[config.mk]
export PLATFORM = sky130hd
export DESIGN_NAME = pc_sequencer_flat
export DESIGN_NICKNAME = d
export VERILOG_FILES = /design/src/rtl/pc_seq_pkg.sv /design/src/rtl/pc_sequencer_if.sv /design/src/rtl/pc_next_sel.sv /design/src/rtl/pc_sequencer.sv /design/src/flat_wrapper.sv
export SDC_FILE = /design/constraint.sdc
export NUM_CORES = 1
export LEC_CHECK = 0
export CAP_MARGIN = 30
export CORE_UTILIZATION = 52
export DETAILED_ROUTE_END_ITERATION = 10
export PLACE_DENSITY = 0.85
export SETUP_SLACK_MARGIN = 0.4
export SYNTH_ARGS = -nofsm -noshare
export SYNTH_HDL_FRONTEND = slang
export SYNTH_HIERARCHICAL = 1
export SYNTH_SLANG_ARGS = --single-unit
[constraint.sdc]
create_clock -name clk -period 3.19 [get_ports clk]
set_input_delay 0.7975 -clock clk [delete_from_list [all_inputs] [get_ports clk]]
set_output_delay 0.7975 -clock clk [all_outputs]
set_load 0.05 [all_outputs]
[src/rtl/pc_seq_pkg.sv]
// Shared types and constants for the PC sequencer: FSM state encoding,
// the address width and the sequential instruction step.
package pc_seq_pkg;

  localparam int PC_WIDTH   = 32;
  localparam int INSTR_STEP = 4;

  // Clears the low address bits so every redirect lands on an instruction boundary
  localparam logic [PC_WIDTH-1:0] ALIGN_MASK = ~PC_WIDTH'(INSTR_STEP - 1);

  typedef enum logic [1:0] {
    BOOT,
    FETCH,
    DELIVER,
    ERROR
  } pc_state_t;

endpackage

[src/rtl/pc_sequencer_if.sv]
// Instruction-memory fetch bus: the sequencer (master) issues req/addr and
// the memory (slave) returns ack/rdata.
interface pc_sequencer_if;
  import pc_seq_pkg::*;

  logic                imem_req;
  logic [PC_WIDTH-1:0] imem_addr;
  logic                imem_ack;
  logic [PC_WIDTH-1:0] imem_rdata;

  modport master (
    output imem_req,
    output imem_addr,
    input  imem_ack,
    input  imem_rdata
  );

  modport slave (
    input  imem_req,
    input  imem_addr,
    output imem_ack,
    output imem_rdata
  );

endinterface

[src/rtl/pc_next_sel.sv]
// Combinational next-PC selection: prioritised, aligned redirect target plus
// the sequential successor. The trap input exists only with PC_SEQ_TRAP_EN.
module pc_next_sel
  import pc_seq_pkg::*;
(
`ifdef PC_SEQ_TRAP_EN
  input  logic                trap,
  input  logic [PC_WIDTH-1:0] trap_vector,
`endif
  input  logic                jump,
  input  logic [PC_WIDTH-1:0] jump_target,
  input  logic                branch_taken,
  input  logic [PC_WIDTH-1:0] branch_target,
  input  logic [PC_WIDTH-1:0] cur_pc,
  output logic                redirect,
  output logic [PC_WIDTH-1:0] redirect_target,
  output logic [PC_WIDTH-1:0] seq_pc
);

  logic [PC_WIDTH-1:0] target;

  // Later assignments win, so the highest-priority source is tested last
  always_comb begin
    redirect = 1'b0;
    target   = '0;
    if (branch_taken) begin
      redirect = 1'b1;
      target   = branch_target;
    end
    if (jump) begin
      redirect = 1'b1;
      target   = jump_target;
    end
`ifdef PC_SEQ_TRAP_EN
    if (trap) begin
      redirect = 1'b1;
      target   = trap_vector;
    end
`endif
    redirect_target = target & ALIGN_MASK;
  end

  assign seq_pc = cur_pc + PC_WIDTH'(INSTR_STEP);

endmodule

[src/rtl/pc_sequencer.sv]
// Instruction fetch sequencer: BOOT/FETCH/DELIVER/ERROR FSM with kill handling
// and fetch timeout. Define PC_SEQ_TRAP_EN to add the trap port and TRAP_VECTOR.
module pc_sequencer
  import pc_seq_pkg::*;
#(
  parameter logic [PC_WIDTH-1:0] RESET_VECTOR = 32'h0000_0000,
`ifdef PC_SEQ_TRAP_EN
  parameter logic [PC_WIDTH-1:0] TRAP_VECTOR  = 32'h0000_0100,
`endif
  parameter int unsigned         WAIT_TIMEOUT = 16
) (
  input  logic                clk,
  input  logic                reset,
  input  logic                stall,
  input  logic                branch_taken,
  input  logic [PC_WIDTH-1:0] branch_target,
  input  logic                jump,
  input  logic [PC_WIDTH-1:0] jump_target,
`ifdef PC_SEQ_TRAP_EN
  input  logic                trap,
`endif
  pc_sequencer_if.master      imem,
  output logic                instr_valid,
  output logic [PC_WIDTH-1:0] instr,
  output logic [PC_WIDTH-1:0] instr_pc,
  output logic                fetch_err
);

  localparam logic [7:0] WAIT_LAST = 8'(WAIT_TIMEOUT - 1);

  pc_state_t           state;
  logic                kill;
  logic [PC_WIDTH-1:0] kill_target;
  logic [7:0]          wait_cnt;
  logic                redirect;
  logic [PC_WIDTH-1:0] redirect_target;
  logic [PC_WIDTH-1:0] seq_pc;

  pc_next_sel u_next_sel (
`ifdef PC_SEQ_TRAP_EN
    .trap            (trap),
    .trap_vector     (TRAP_VECTOR),
`endif
    .jump            (jump),
    .jump_target     (jump_target),
    .branch_taken    (branch_taken),
    .branch_target   (branch_target),
    .cur_pc          (instr_pc),
    .redirect        (redirect),
    .redirect_target (redirect_target),
    .seq_pc          (seq_pc)
  );

  // A redirect seen while a fetch is outstanding cannot cancel the bus
  // transaction, so it is parked in kill/kill_target until the ack arrives.
  always_ff @(posedge clk or negedge reset) begin
    if (!reset) begin
      state          <= BOOT;
      imem.imem_req  <= 1'b0;
      imem.imem_addr <= RESET_VECTOR;
      instr_valid    <= 1'b0;
      instr          <= '0;
      instr_pc       <= '0;
      fetch_err      <= 1'b0;
      kill           <= 1'b0;
      kill_target    <= '0;
      wait_cnt       <= '0;
    end else begin
      case (state)
        BOOT: begin
          state          <= FETCH;
          imem.imem_req  <= 1'b1;
          imem.imem_addr <= RESET_VECTOR;
          wait_cnt       <= '0;
        end
        FETCH: begin
          if (imem.imem_ack) begin
            wait_cnt <= '0;
            if (redirect) begin
              imem.imem_addr <= redirect_target;
              kill           <= 1'b0;
            end else if (kill) begin
              imem.imem_addr <= kill_target;
              kill           <= 1'b0;
            end else begin
              instr         <= imem.imem_rdata;
              instr_pc      <= imem.imem_addr;
              instr_valid   <= 1'b1;
              imem.imem_req <= 1'b0;
              state         <= DELIVER;
            end
          end else if (wait_cnt == WAIT_LAST) begin
            state         <= ERROR;
            fetch_err     <= 1'b1;
            imem.imem_req <= 1'b0;
            instr_valid   <= 1'b0;
            kill          <= 1'b0;
          end else begin
            wait_cnt <= wait_cnt + 8'd1;
            if (redirect) begin
              kill        <= 1'b1;
              kill_target <= redirect_target;
            end
          end
        end
        DELIVER: begin
          if (redirect || !stall) begin
            instr_valid    <= 1'b0;
            imem.imem_req  <= 1'b1;
            imem.imem_addr <= redirect ? redirect_target : seq_pc;
            wait_cnt       <= '0;
            state          <= FETCH;
          end
        end
        ERROR: begin
          state <= ERROR;
        end
        default: begin
          state <= BOOT;
        end
      endcase
    end
  end

endmodule

[src/flat_wrapper.sv]
// flat-port wrapper written by rule: the top's interface ports become plain ports
module pc_sequencer_flat import pc_seq_pkg::*;
#(
  parameter logic [PC_WIDTH-1:0] RESET_VECTOR = 32'h0000_0000,

  parameter int unsigned         WAIT_TIMEOUT = 16
)
  (clk, reset, stall, branch_taken, branch_target, jump, jump_target, instr_valid, instr, instr_pc, fetch_err, imem_imem_req, imem_imem_addr, imem_imem_ack, imem_imem_rdata);
  pc_sequencer_if imem_i ();
  input  logic clk;
  input  logic reset;
  input  logic stall;
  input  logic branch_taken;
  input  logic [PC_WIDTH-1:0] branch_target;
  input  logic jump;
  input  logic [PC_WIDTH-1:0] jump_target;
  output logic instr_valid;
  output logic [PC_WIDTH-1:0] instr;
  output logic [PC_WIDTH-1:0] instr_pc;
  output logic fetch_err;
  output wire logic [$bits(imem_i.imem_req)-1:0] imem_imem_req;
  output wire logic [$bits(imem_i.imem_addr)-1:0] imem_imem_addr;
  input wire logic [$bits(imem_i.imem_ack)-1:0] imem_imem_ack;
  input wire logic [$bits(imem_i.imem_rdata)-1:0] imem_imem_rdata;
  assign imem_imem_req = imem_i.imem_req;
  assign imem_imem_addr = imem_i.imem_addr;
  assign imem_i.imem_ack = imem_imem_ack;
  assign imem_i.imem_rdata = imem_imem_rdata;
  pc_sequencer #(.RESET_VECTOR(RESET_VECTOR), .WAIT_TIMEOUT(WAIT_TIMEOUT)) u_core (.clk(clk), .reset(reset), .stall(stall), .branch_taken(branch_taken), .branch_target(branch_target), .jump(jump), .jump_target(jump_target), .imem(imem_i), .instr_valid(instr_valid), .instr(instr), .instr_pc(instr_pc), .fetch_err(fetch_err));
endmodule
* Word level (Yosys, flattened, before mapping)
Index checks and enable logic that the tools add are counted.
** Operators by class
- Add/subtract/negate cells :: 2
- $mul :: 0
- Divide/modulo/power cells :: 0
- $lt $le $gt $ge :: 0
- Equality and inequality tests :: 11
- Shift-type cells :: 0
- Muxes and demuxes :: 34
- Bitwise logic cells :: 4
- Reduce and logical (&&, ||, !) cells :: 15
** Operator list (count)
- two-way mux 32 bit :: 7
- case mux 32 bit (3 select lines) :: 1
- adder 32 x 3 -> 32 bit (second input constant) :: 1
- two-way mux 8 bit :: 3
- case mux 8 bit (3 select lines) :: 1
- AND reduction 4 bit :: 4
- two-way mux 1 bit :: 14
- two-way mux 2 bit :: 5
- AND reduction 5 bit :: 2
- inequality test 3 bit (second input constant) :: 3
- adder 8 x 1 -> 8 bit (second input constant) :: 1
- equality test 8 x 4 -> 1 bit (second input constant) :: 1
- case mux 2 bit (4 select lines) :: 1
- AND reduction 3 bit :: 2
- nonzero test 3 bit :: 2
- equality test 2 bit (second input constant) :: 2
- NOT 1 bit :: 4
- inequality test 3 x 1 -> 1 bit (second input constant) :: 1
- inequality test 3 x 2 -> 1 bit (second input constant) :: 1
- case mux 1 bit (3 select lines) :: 1
- equality test 2 x 1 -> 1 bit (second input constant) :: 1
- logical NOT 2 bit :: 1
- inequality test 2 x 1 -> 1 bit (second input constant) :: 1
- inequality test 2 bit (second input constant) :: 1
- 5 further kinds :: 5
** Word-level totals
- Flip-flop bits (word level) :: 140
- Latch bits :: 0
- RAM bits :: 0
- ROM bits :: 0
- Bits of input ports :: 102
- Output and inout port bits :: 99
- Logic and storage cells :: 76
- Memories :: 0

* Depth between registers and ports, before layout
- Depth after elaboration :: 5
- Gate-level depth with buffers :: 9
- Mapped depth without buffers :: 8

* By module
The synthesis kept the hierarchy.
** By module, submodules not included
- pc_sequencer :: times used 1, cells each 466, area an instance 6070.8 µm², sequential area each 3553.4 µm²
- pc_next_sel :: times used 1, cells each 127, area an instance 930.9 µm², sequential area each 0.0 µm²

* Least setup slack after synthesis
Ideal clock, no wire load.
- Path kind :: input port to flip-flop
- Start :: in branch_taken
- End :: reg u_core.instr[0]
- Setup time :: 125 ps
- Arrival time :: 2254 ps
- Data required time :: 3065 ps
- Path slack :: 812 ps
- Stages :: 5
- Buffers on the path :: 2
- Path through :: or2_2 buf_4 nor3_2 buf_2 mux2_2
** On the way
- Longest elaborated chain between the ends :: 4
** Ends and longest elaborated chain
- start: declaration :: RTL line flat_wrapper.sv:13 : input logic branch_taken;
- two-way mux 1 bit :: RTL line pc_next_sel.sv:26 : if (branch_taken) begin
- two-way mux 1 bit :: RTL line pc_next_sel.sv:30 : if (jump) begin
- NOT 1 bit (no line)
- AND reduction 4 bit (no line)
- end signal: assignment :: RTL line pc_sequencer.sv:86 : instr <= imem.imem_rdata;
- end: declaration :: RTL line pc_sequencer.sv:24 : output logic [PC_WIDTH-1:0] instr,
Every way passes these cells.
A chain may end at the register's enable or synchronous reset.

* Final worst setup path
- Start :: in jump
- End :: reg u_core.imem.imem_addr[12]
** On the way
- Longest elaborated chain between the ends :: 4
- Elaborated cells on any way between the ends :: 11
- Those cells by class :: eq/ne: 2; mux: 7; reduce/logical: 2
** Ends and longest elaborated chain
- start: declaration :: RTL line flat_wrapper.sv:15 : input logic jump;
- two-way mux 32 bit (*) :: RTL line pc_next_sel.sv:30
- net u_core.redirect_target[12] :: RTL line pc_sequencer.sv:36 : logic [PC_WIDTH-1:0] redirect_target;
- two-way mux 32 bit (on tied branches) :: RTL line pc_sequencer.sv:110, pc_sequencer.sv:79
- two-way mux 32 bit (on tied branches) :: RTL line pc_sequencer.sv:107, pc_sequencer.sv:77
- case mux 32 bit (3 select lines) (*) :: RTL line pc_sequencer.sv:69 : case (state)
- end signal: assignment :: RTL line pc_sequencer.sv:80 : imem.imem_addr <= redirect_target;
- end signal: assignment :: RTL line pc_sequencer.sv:83 : imem.imem_addr <= kill_target;
- end signal: assignment :: RTL line pc_sequencer.sv:110 : imem.imem_addr <= redirect ? redirect_target : seq_pc;
- end: declaration :: RTL line pc_sequencer_if.sv:13 : output imem_addr,
The timed path passes the listed nets; every way through them passes the cells marked *. The select of a mux whose other input is x is not followed.

==> reports/metrics.yaml <==
floorplan:
  core_sq_mm: 0.0132
  num_io_pins: 201
  fp.dieW_microns: 118
  start_util_pct: 53.1
  die_h_microns: 118
  dieArea_sq_mm: 0.0139
  core.rowCount: 42
clock_tree:
  htreeDepth: 4
  insertion_delay_ns: 0.43
  clockBufferDepth: 2
  cts_hold_buf: 0
  tritoncts: "built"
  clkTransAtPathRegs_ns: 0.06
  cts_setup_buffers: 0
  clock_sinks: 142
  cts-resized-gates: 0
  cts_made_buffers: 17
  cts_root_buf: "clkbuf_16"
cells_and_area:
  fin_nets: 886
  syn_to_final_growth_pct: 39.3
  drive_above_1_share_pct: 20.3
  n_antenna_cell: 0
worst_setup_path:
  worstPathArrival_ns: 3.00
  critPathMaxFanout: 20
  start_kind: "primary input"
  endpoint_kind: "register"
  criticalPathCategory: "primary input to register"
  cp.required_ns: 3.53
  rr_worst_depth: 7
global_routing:
  grt_util_all_layers_pct: 27.9
  grt_pass1_vias: 6026
  grt_max_degree: 75
  grt_overflow: 0
  antenna_found_initial: 0
  grt_pass1_wl_mm: 30.0
synthesis:
  synth_top_cell_by_area: "dfrtp_1"
  yosys.cell_count.top_type: "dfrtp_1"
  ys_types: 52
  synth_top_area_share_pct: 50.8
  ys.flop_type: "dfrtp_1"
  synthCells: 593
  syn_area_sq_mm: 0.00700
  yosysSeqAreaShare_pct: 50.8
  syn_avg_cell_area_sq_um: 11.8
  synth_area_leaders: "dfrtp_1 (51%), mux2_2 (15%), a22o_1 (7.8%), a22oi_1 (3.4%), a21oi_1 (2.7%)"
  synth.top_cells.by_count: "dfrtp_1 (142), mux2_2 (96), a22o_1 (62)"
  synth_edf_count: 0
  ys_warn_count: 6
  ys_ff_latch: 142
  synthArstFlopShare_pct: 100
routing:
  drt-wirelength-per-cell_microns: 19.4
  ant_nets: 0
  drtPass1Iterations: 5
  wl_mm: 18.8
  drt_iter0_drc: 469
  num_vias: 5718
  route.detailed.drc: 0
  via_per_inst: 5.91
sta:
  fin_setup_tns_ns: 0
  skew_ns: 0.00943
  finalHoldViolations: 0
  worst_slack_ns: 0.534
  maxSlewHeadroom_pct: 34.9
  drv_slew: 0
  fin_crit_sh_pct: 83.3
  rsz0062_at_grt: "false"
  finalSetupViolations: 0
  fmax_ghz: 0.376
  tightest_slew_ns: 0.972
  period_minus_slack_ns: 2.66
power:
  cellInternalPower_mw: 6.11
  p_sw_share_pct: 45.0
  irDropWorstVdd_mv: 0.736
  clock_power_share_pct: 18.8
  p_leak_nw: 4.12
  pwr_density_cell_mw_per_mm2: 1140
  p_comb_share_pct: 51.2
  p_seq_share_pct: 30.0
  switching_power_mw: 5.00
  total_power_mw: 11.1
placement:
  io_buffers: 196
  dp_hpwl_mm: 12.5
  post-place-ws_ns: 0.155
  gp_congestion: 0.843
hold_path:
  min_path_type: "primary input to async pin"
run_status:
  status: "complete, no violations"
flow_run:
  maxCapViolations: 0
## registers in the layout (all words and copies together) (netlist names), 2 cells and up
name,flops
u_core/wait_cnt,8
u_core/instr_pc,32
u_core/imem.imem_addr,32
u_core/state,2
u_core/kill_target,32
u_core/instr,32
## layer usage
metal / GRT usage [%] / part of all wire [%]
met1: 32.3 / 39
met2: 46.9 / 50
met3: 6.88 / 6.1
met4: 16.4 / 4.1
met5: 0 / 0
## worst paths after layout
check	slack [ns]	endpoint	from
worst max-delay path	0.53	u_core/imem.imem_addr[12]$_DFFE_PN0P_	jump
min in group clk	0.47	u_core/fetch_err$_DFFE_PN0P_	u_core/fetch_err$_DFFE_PN0P_
max in group asynchronous	2.05	u_core/instr_pc[29]$_DFFE_PN0P_	reset
worst min register to register	0.47	u_core/fetch_err$_DFFE_PN0P_	u_core/fetch_err$_DFFE_PN0P_
worst max register to register	0.74	u_core/instr[26]$_DFFE_PN0P_	u_core/state[1]$_DFFE_PN0P_
worst min-delay path	0.39	u_core/instr_pc[13]$_DFFE_PN0P_	reset
## stage by stage
step                      hold slack, ns  cell area, sq um  instances  utilization, %
final                              0.387              9750        968            74.0
after global routing               0.442              9750        968            74.0
after CTS                          0.422              9750        968            74.0
after detailed placement           0.465              9130        936            69.2
after global placement             0.479              9130        936            69.2
after floorplan                    0.481              7010        594               -
## kinds of logic after synthesis
family,count (synthesis),synth area share (%)
other cells,1,0.0536
simple gates,114,8.83
buf+inv,50,3.77
flops,142,50.8
xor+xnor,28,3.61
compound gates,156,16.5
mux,97,15.6
fa+ha+maj,5,0.893
## final cells by class
class	count	area, sq um
sequential	142	3550
fill	851	3440
multi-input combinational	402	3210
timing repair buffer	212	2130
clock buffer	22	464
tap	176	220
clock inverter	10	160
inverter	4	15.0
## critical path: stages
cell             delay, ns
clkdlybuf4s50_1       0.44
buf_4                 0.17
nor2b_2               0.76
buf_4                 0.34
a22o_1                0.19
a22oi_1               0.10
a21oi_1               0.19
## layout by cell type (no fill, tap or decap), types with 6 or more instances in the layout
| master | instances |
|---|---|
| xnor2_1 | 20 |
| nand4_1 | 7 |
| mux2_2 | 96 |
| nor2_1 | 43 |
| and3_1 | 6 |
| clkbuf_16 | 17 |
| xor2_1 | 7 |
| buf_4 | 12 |
| o21ai_0 | 9 |
| dfrtp_1 | 142 |
| a22o_1 | 62 |
| a22oi_1 | 32 |
| a21oi_1 | 38 |
| nand2_1 | 16 |
| clkdlybuf4s50_1 | 195 |
| nand3_1 | 15 |
## power by group through the flow
| stage | logic, mW | registers, mW | clock network, mW |
|---|---|---|---|
| floorplan | 1.82 | 5.20 | 0 |
| global placement | 5.52 | 3.27 | 0 |
| detailed placement | 5.64 | 3.34 | 0 |
| CTS | 5.70 | 3.33 | 2.11 |
| global route | 5.94 | 3.45 | 2.19 |
| finish | 5.69 | 3.33 | 2.08 |
Power figures use the tool's default switching activity.
